### src/rtl/kbonacci_pkg.sv
// Shared types and helpers for the k-bonacci generator: FSM state, order limit, seed values.
package kbonacci_pkg;

    typedef enum logic [1:0] {
        IDLE = 2'd0,
        RUN  = 2'd1,
        DONE = 2'd2
    } state_e;

    localparam int MAX_ORDER = 8;

    // T(i) for the initial window: T0=0, T1=1, T(i)=2^(i-2) beyond, clipped to the term width.
    function automatic logic [63:0] seed_term(input int i, input int width);
        logic [63:0] v;
        logic [63:0] mask;
        if (i == 0)      v = 64'd0;
        else if (i == 1) v = 64'd1;
        else             v = 64'd1 << (i - 2);
        mask = (width >= 64) ? '1 : ((64'd1 << width) - 64'd1);
        return v & mask;
    endfunction

endpackage

### src/rtl/kbonacci_sum.sv
// Combinational sum of the term window with overflow detect and wrap/saturate select.
module kbonacci_sum
    import kbonacci_pkg::*;
#(
    parameter int ORDER = 3,
    parameter int WIDTH = 32
) (
    input  logic [ORDER-1:0][WIDTH-1:0] w_i,
    input  logic                        sat_i,
    output logic [WIDTH-1:0]            sum_o,
    output logic                        ovf_o
);

    // Three guard bits hold the sum of up to MAX_ORDER full-scale terms.
    localparam int SW = WIDTH + 3;

    logic [MAX_ORDER-1:0][SW-1:0] leaf;
    logic [3:0][SW-1:0]           lvl1;
    logic [1:0][SW-1:0]           lvl2;
    logic [SW-1:0]                total;

    for (genvar i = 0; i < MAX_ORDER; i++) begin : g_leaf
        if (i < ORDER) begin : g_used
            assign leaf[i] = {3'b000, w_i[i]};
        end else begin : g_pad
            assign leaf[i] = '0;
        end
    end

    for (genvar j = 0; j < 4; j++) begin : g_lvl1
        assign lvl1[j] = leaf[2*j] + leaf[2*j+1];
    end

    for (genvar j = 0; j < 2; j++) begin : g_lvl2
        assign lvl2[j] = lvl1[2*j] + lvl1[2*j+1];
    end

    assign total = lvl2[0] + lvl2[1];
    assign ovf_o = |total[SW-1:WIDTH];
    assign sum_o = (ovf_o && sat_i) ? {WIDTH{1'b1}} : total[WIDTH-1:0];

endmodule

### src/rtl/kbonacci_gen.sv
// k-bonacci term generator with valid/ready output, term limit and sticky overflow flag.
module kbonacci_gen
    import kbonacci_pkg::*;
#(
    parameter int ORDER = 3,
    parameter int WIDTH = 32,
    parameter int IDXW  = 16
) (
    input  logic            clk,
    input  logic            rst,
    input  logic            en,
    input  logic            sat_mode,
    input  logic [IDXW-1:0] n_terms,
    input  logic            start,
    output logic [WIDTH-1:0] s,
    output logic            s_valid,
    input  logic            s_ready,
    output logic [IDXW-1:0] idx,
    output logic            ovf,
    output logic            done
);

    state_e                      state_q, state_d;
    logic [ORDER-1:0][WIDTH-1:0] w_q, w_d;
    logic [ORDER-1:0][WIDTH-1:0] seed;
    logic [IDXW-1:0]             idx_q, idx_d;
    logic                        ovf_q, ovf_d;
    logic [WIDTH-1:0]            sum;
    logic                        sum_ovf;
    logic                        last;

    for (genvar i = 0; i < ORDER; i++) begin : g_seed
        assign seed[i] = WIDTH'(seed_term(i, WIDTH));
    end

    kbonacci_sum #(
        .ORDER (ORDER),
        .WIDTH (WIDTH)
    ) u_sum (
        .w_i   (w_q),
        .sat_i (sat_mode),
        .sum_o (sum),
        .ovf_o (sum_ovf)
    );

    assign last = (n_terms != '0) && (idx_q == n_terms - IDXW'(1));

    always_comb begin
        state_d = state_q;
        w_d     = w_q;
        idx_d   = idx_q;
        ovf_d   = ovf_q;
        if (en) begin
            if (start) begin
                // Restart wins over any accept landing on the same edge.
                state_d = RUN;
                w_d     = seed;
                idx_d   = '0;
                ovf_d   = 1'b0;
            end else begin
                unique case (state_q)
                    IDLE: state_d = RUN;
                    RUN: begin
                        if (s_ready) begin
                            if (last) begin
                                state_d = DONE;
                            end else begin
                                for (int i = 0; i < ORDER - 1; i++) begin
                                    w_d[i] = w_q[i+1];
                                end
                                w_d[ORDER-1] = sum;
                                idx_d        = idx_q + IDXW'(1);
                                ovf_d        = ovf_q | sum_ovf;
                            end
                        end
                    end
                    DONE: state_d = DONE;
                    default: state_d = IDLE;
                endcase
            end
        end
    end

    always_ff @(posedge clk or posedge rst) begin
        if (rst) begin
            state_q <= IDLE;
            w_q     <= seed;
            idx_q   <= '0;
            ovf_q   <= 1'b0;
        end else begin
            state_q <= state_d;
            w_q     <= w_d;
            idx_q   <= idx_d;
            ovf_q   <= ovf_d;
        end
    end

    assign s       = w_q[0];
    assign s_valid = (state_q == RUN);
    assign done    = (state_q == DONE);
    assign idx     = idx_q;
    assign ovf     = ovf_q;

endmodule

### config.mk
export PLATFORM = sky130hd
export DESIGN_NAME = kbonacci_gen
export DESIGN_NICKNAME = d
export VERILOG_FILES = /design/src/rtl/kbonacci_pkg.sv /design/src/rtl/kbonacci_sum.sv /design/src/rtl/kbonacci_gen.sv
export SDC_FILE = /design/constraint.sdc
export NUM_CORES = 1
export LEC_CHECK = 0
export ABC_AREA = 1
export CAP_MARGIN = 20
export CORE_ASPECT_RATIO = 0.9
export CORE_UTILIZATION = 30
export DETAILED_ROUTE_END_ITERATION = 8
export PLACE_DENSITY = 0.48
export SYNTH_ARGS = -nofsm -noshare
export SYNTH_HDL_FRONTEND = slang
export SYNTH_SLANG_ARGS = --single-unit
### constraint.sdc
create_clock -name clk -period 9.4 [get_ports clk]
set_input_delay 1.88 -clock clk [delete_from_list [all_inputs] [get_ports clk]]
set_output_delay 1.88 -clock clk [all_outputs]
set_load 0.05 [all_outputs]
==> flow_metrics.py <==
metrics = {
    "layout": {
        "layout.nets": 1566,
        "utilization_pct": 35.0,
        "drive_gt1_share_pct": 3.03,
        "area_growth_pct": 13.7,
        "antenna_cells": 0,
        "final_cell_mix": "nand2_1 (636), inv_1 (121), dfrtp_1 (113)",
        "final_common_cell": "nand2_1",
        "nFillCells": 3416,
        "final_area_um2": 10900,
        "seqCellArea_um2": 2880,
        "multi_input_area_um2": 5780,
    },
    "die": {
        "io_pins": 73,
        "die_area_um2": 32700,
        "start_util_pct": 30.8,
        "rows": 61,
        "chipWidth_um": 191,
        "die_h_um": 172,
        "coreArea_um2": 31200,
    },
    "yosys": {
        "postSynthCellCount": 1439,
        "ys_types": 40,
        "async_flop_share_pct": 100,
        "ys_ff_latch": 115,
        "ys_seq_area_share_pct": 30.0,
        "yosysTopAreaCellShare_pct": 29.4,
        "yosys_warnings": 0,
        "ys.flop_type": "dfrtp_1",
        "synth.avg_cell_area_um2": 6.67,
        "postSynthNetCount": 1532,
        "synth_area_leaders": "dfrtp_1 (29%), nand2_1 (25%), ha_1 (9.0%)",
        "yosysTopAreaCell": "dfrtp_1",
        "synth_edf_count": 0,
        "synthesis.area_um2": 9600,
    },
    "timing": {
        "drv_slew": 0,
        "timing.clock.skew_ns": 0.0114,
        "max_slew.worst_pin.slew_ns": 1.04,
        "setup_viol": 0,
        "holdWs_ns": 0.481,
        "hold_viol_final": 0,
        "maxSlewHeadroom_pct": 30.9,
        "rsz0062_at_grt": "no",
        "fin_setup_tns_ns": 0,
        "finalCritPeriodShare_pct": 54.7,
        "fin_crit_ns": 5.14,
        "max_freq_mhz": 195,
    },
    "setup_path": {
        "rrSetupSlack_ns": 4.26,
        "cp_max_fo": 28,
        "reg2regPathDepth": 22,
        "crit_arrival_ns": 5.45,
        "crit_path_start_kind": "flop",
        "endpoint_kind": "flop",
        "worstReg2RegEnd": "w_q[91]$_DFFE_PP0P_",
        "reg2reg_from": "s[2]$_DFFE_PP0P_",
        "crit_required_ns": 9.71,
        "crit_path_start": "s[2]$_DFFE_PP0P_",
        "crit_type": "flop to flop",
    },
    "drt": {
        "wl_per_cell_um": 14.2,
        "drt-total-wl_mm": 27.0,
        "dr.pass1.iters": 5,
        "ant_nets": 0,
        "drtIter0Drc": 451,
        "drc_errors": 0,
        "vias_per_cell": 4.65,
        "vias": 8818,
    },
    "placed_design": {
        "io_buffers": 72,
        "dp_hpwl_mm": 20.5,
        "finalWeightedCongestion": 0.898,
        "placed_cell_area_um2": 10400,
    },
    "grt": {
        "grt_pass1_wl_mm": 44.7,
        "grt-ovfl-total": 0,
        "grt_pass1_vias": 8448,
        "grt_usage_pct": 17.2,
        "antenna_found_initial": 0,
        "grt_max_degree": 93,
    },
    "clock_tree": {
        "ctsHtreeMaxLevel": 4,
        "clock_path_buffers": 2,
        "post_cts.repair.setup_buffers": 0,
        "clock_sinks": 115,
        "insertion_delay_ns": 0.43,
        "ctsRootBufferMaster": "clkbuf_16",
        "ctsResizeCount": 0,
        "path_clk_slew_ns": 0.06,
        "cts_tree": "yes",
        "cts_buffers": 17,
        "cts_hold_buf": 0,
    },
    "job": {
        "cap_violations": 0,
    },
    "hold_path": {
        "min_path_cells": 2,
        "worstHoldStart": "w_q[64]$_DFFE_PP1P_",
        "holdPathEnd": "w_q[64]$_DFFE_PP1P_",
        "hold_path.class": "flop to flop",
    },
    "run_status": {
        "status": "finished clean",
    },
    "power_and_ir_drop": {
        "ir_worst_vdd_v": 0.000120,
        "power_density_nw_per_um2": 132,
        "p_leak_nw": 5.99,
        "power_mw": 1.44,
    },
}
[state kept, by name (all words and copies together), names as in the netlist]
name     count
ovf          1
idx         16
w_q         64
state_q      2
s           32
[per-layer routing]
layer  up-vias  GRT usage (%)  wire length [um]
li1       4594              -                 -
met5         -              0                 0
met3        20           2.80              1040
met1      4064           25.5             14400
met2       140           25.7             11300
met4         0           4.03               278
[how the worst max path moves through the flow]
| stage | end | slack (ns) | depth (start not counted) |
|---|---|---|---|
| 2_1_floorplan | idx[0]$_DFFE_PP0P_ | 4.48 | 1 |
| 3_3_place_gp | idx[11]$_DFFE_PP0P_ | 3.95 | 13 |
| 3_5_place_dp | idx[11]$_DFFE_PP0P_ | 3.91 | 17 |
| 4_1_cts | w_q[91]$_DFFE_PP0P_ | 4.24 | 29 |
| 5_1_grt | w_q[94]$_DFFE_PP0P_ | 3.79 | 29 |
| 6_report | w_q[91]$_DFFE_PP0P_ | 4.26 | 22 |
[where the power goes]
part / switching (mW) / total, mW / internal (mW)
Combinational: 0.186 / 0.284 / 0.0976
Sequential: 0.0326 / 0.557 / 0.525
Clock: 0.237 / 0.599 / 0.362
[cells in the mapped netlist, drive strengths merged (2+ instances only)]
cell type and number:
nand3b 10, nor4 7, o21bai 11, o21ai 35, xnor2 35, a21o 6, fa 2, nand3 56
a21oi 70, clkbuf 2, xor2 42, nand2 636, a31oi 6, dfrtp 113, nor3b 2, dfstp 2
buf 59, inv 124, nor3 11, nand4 14, o21a 2, nor2 113, or2 2, ha 69
a21boi 2
[layout make-up]
type | instances | area share [%]
multi-input combinational | 1139 | 52.9
sequential | 115 | 26.4
timing repair buffer | 76 | 6.87
tap | 409 | 4.69
clock buffer | 26 | 4.57
inverter | 124 | 4.29
clock inverter | 6 | 0.275
[cell families after synthesis]
group                    share of synthesized area (%)
AND/OR/NAND/NOR                                   35.6
buffers and inverters                             9.90
AO/OA/AOI/OAI                                     8.06
flip-flops                                        30.0
XOR/XNOR                                          7.02
adder cells (fa/ha/maj)                           9.41
[critical path, stage by stage, from the launching register on]
cell     delay (ns)
dfrtp_1        0.42
ha_1           0.37
nand2_1        0.06
o21ai_0        0.45
nand2_1        0.09
nand2_1        0.24
a21oi_1        0.17
o21ai_0        0.70
xor2_1         0.17
ha_1           0.39
a21oi_1        0.29
nand2_1        0.10
a21oi_1        0.12
nand2_1        0.21
a21oi_1        0.20
nand2_1        0.07
nand2_1        0.07
nand3_1        0.07
nand2_1        0.17
buf_4          0.36
nand2_1        0.08
nand2_1        0.14
nand2_1        0.07
[per-stage QoR]
stage	setup slack [ns]	instances
3_3_place_gp	3.95	1863
4_1_cts	4.24	1895
5_1_grt	3.79	1895
2_1_floorplan	4.48	1439
6_report	4.26	1895
3_5_place_dp	3.91	1863
Power figures use the tool's default switching activity.
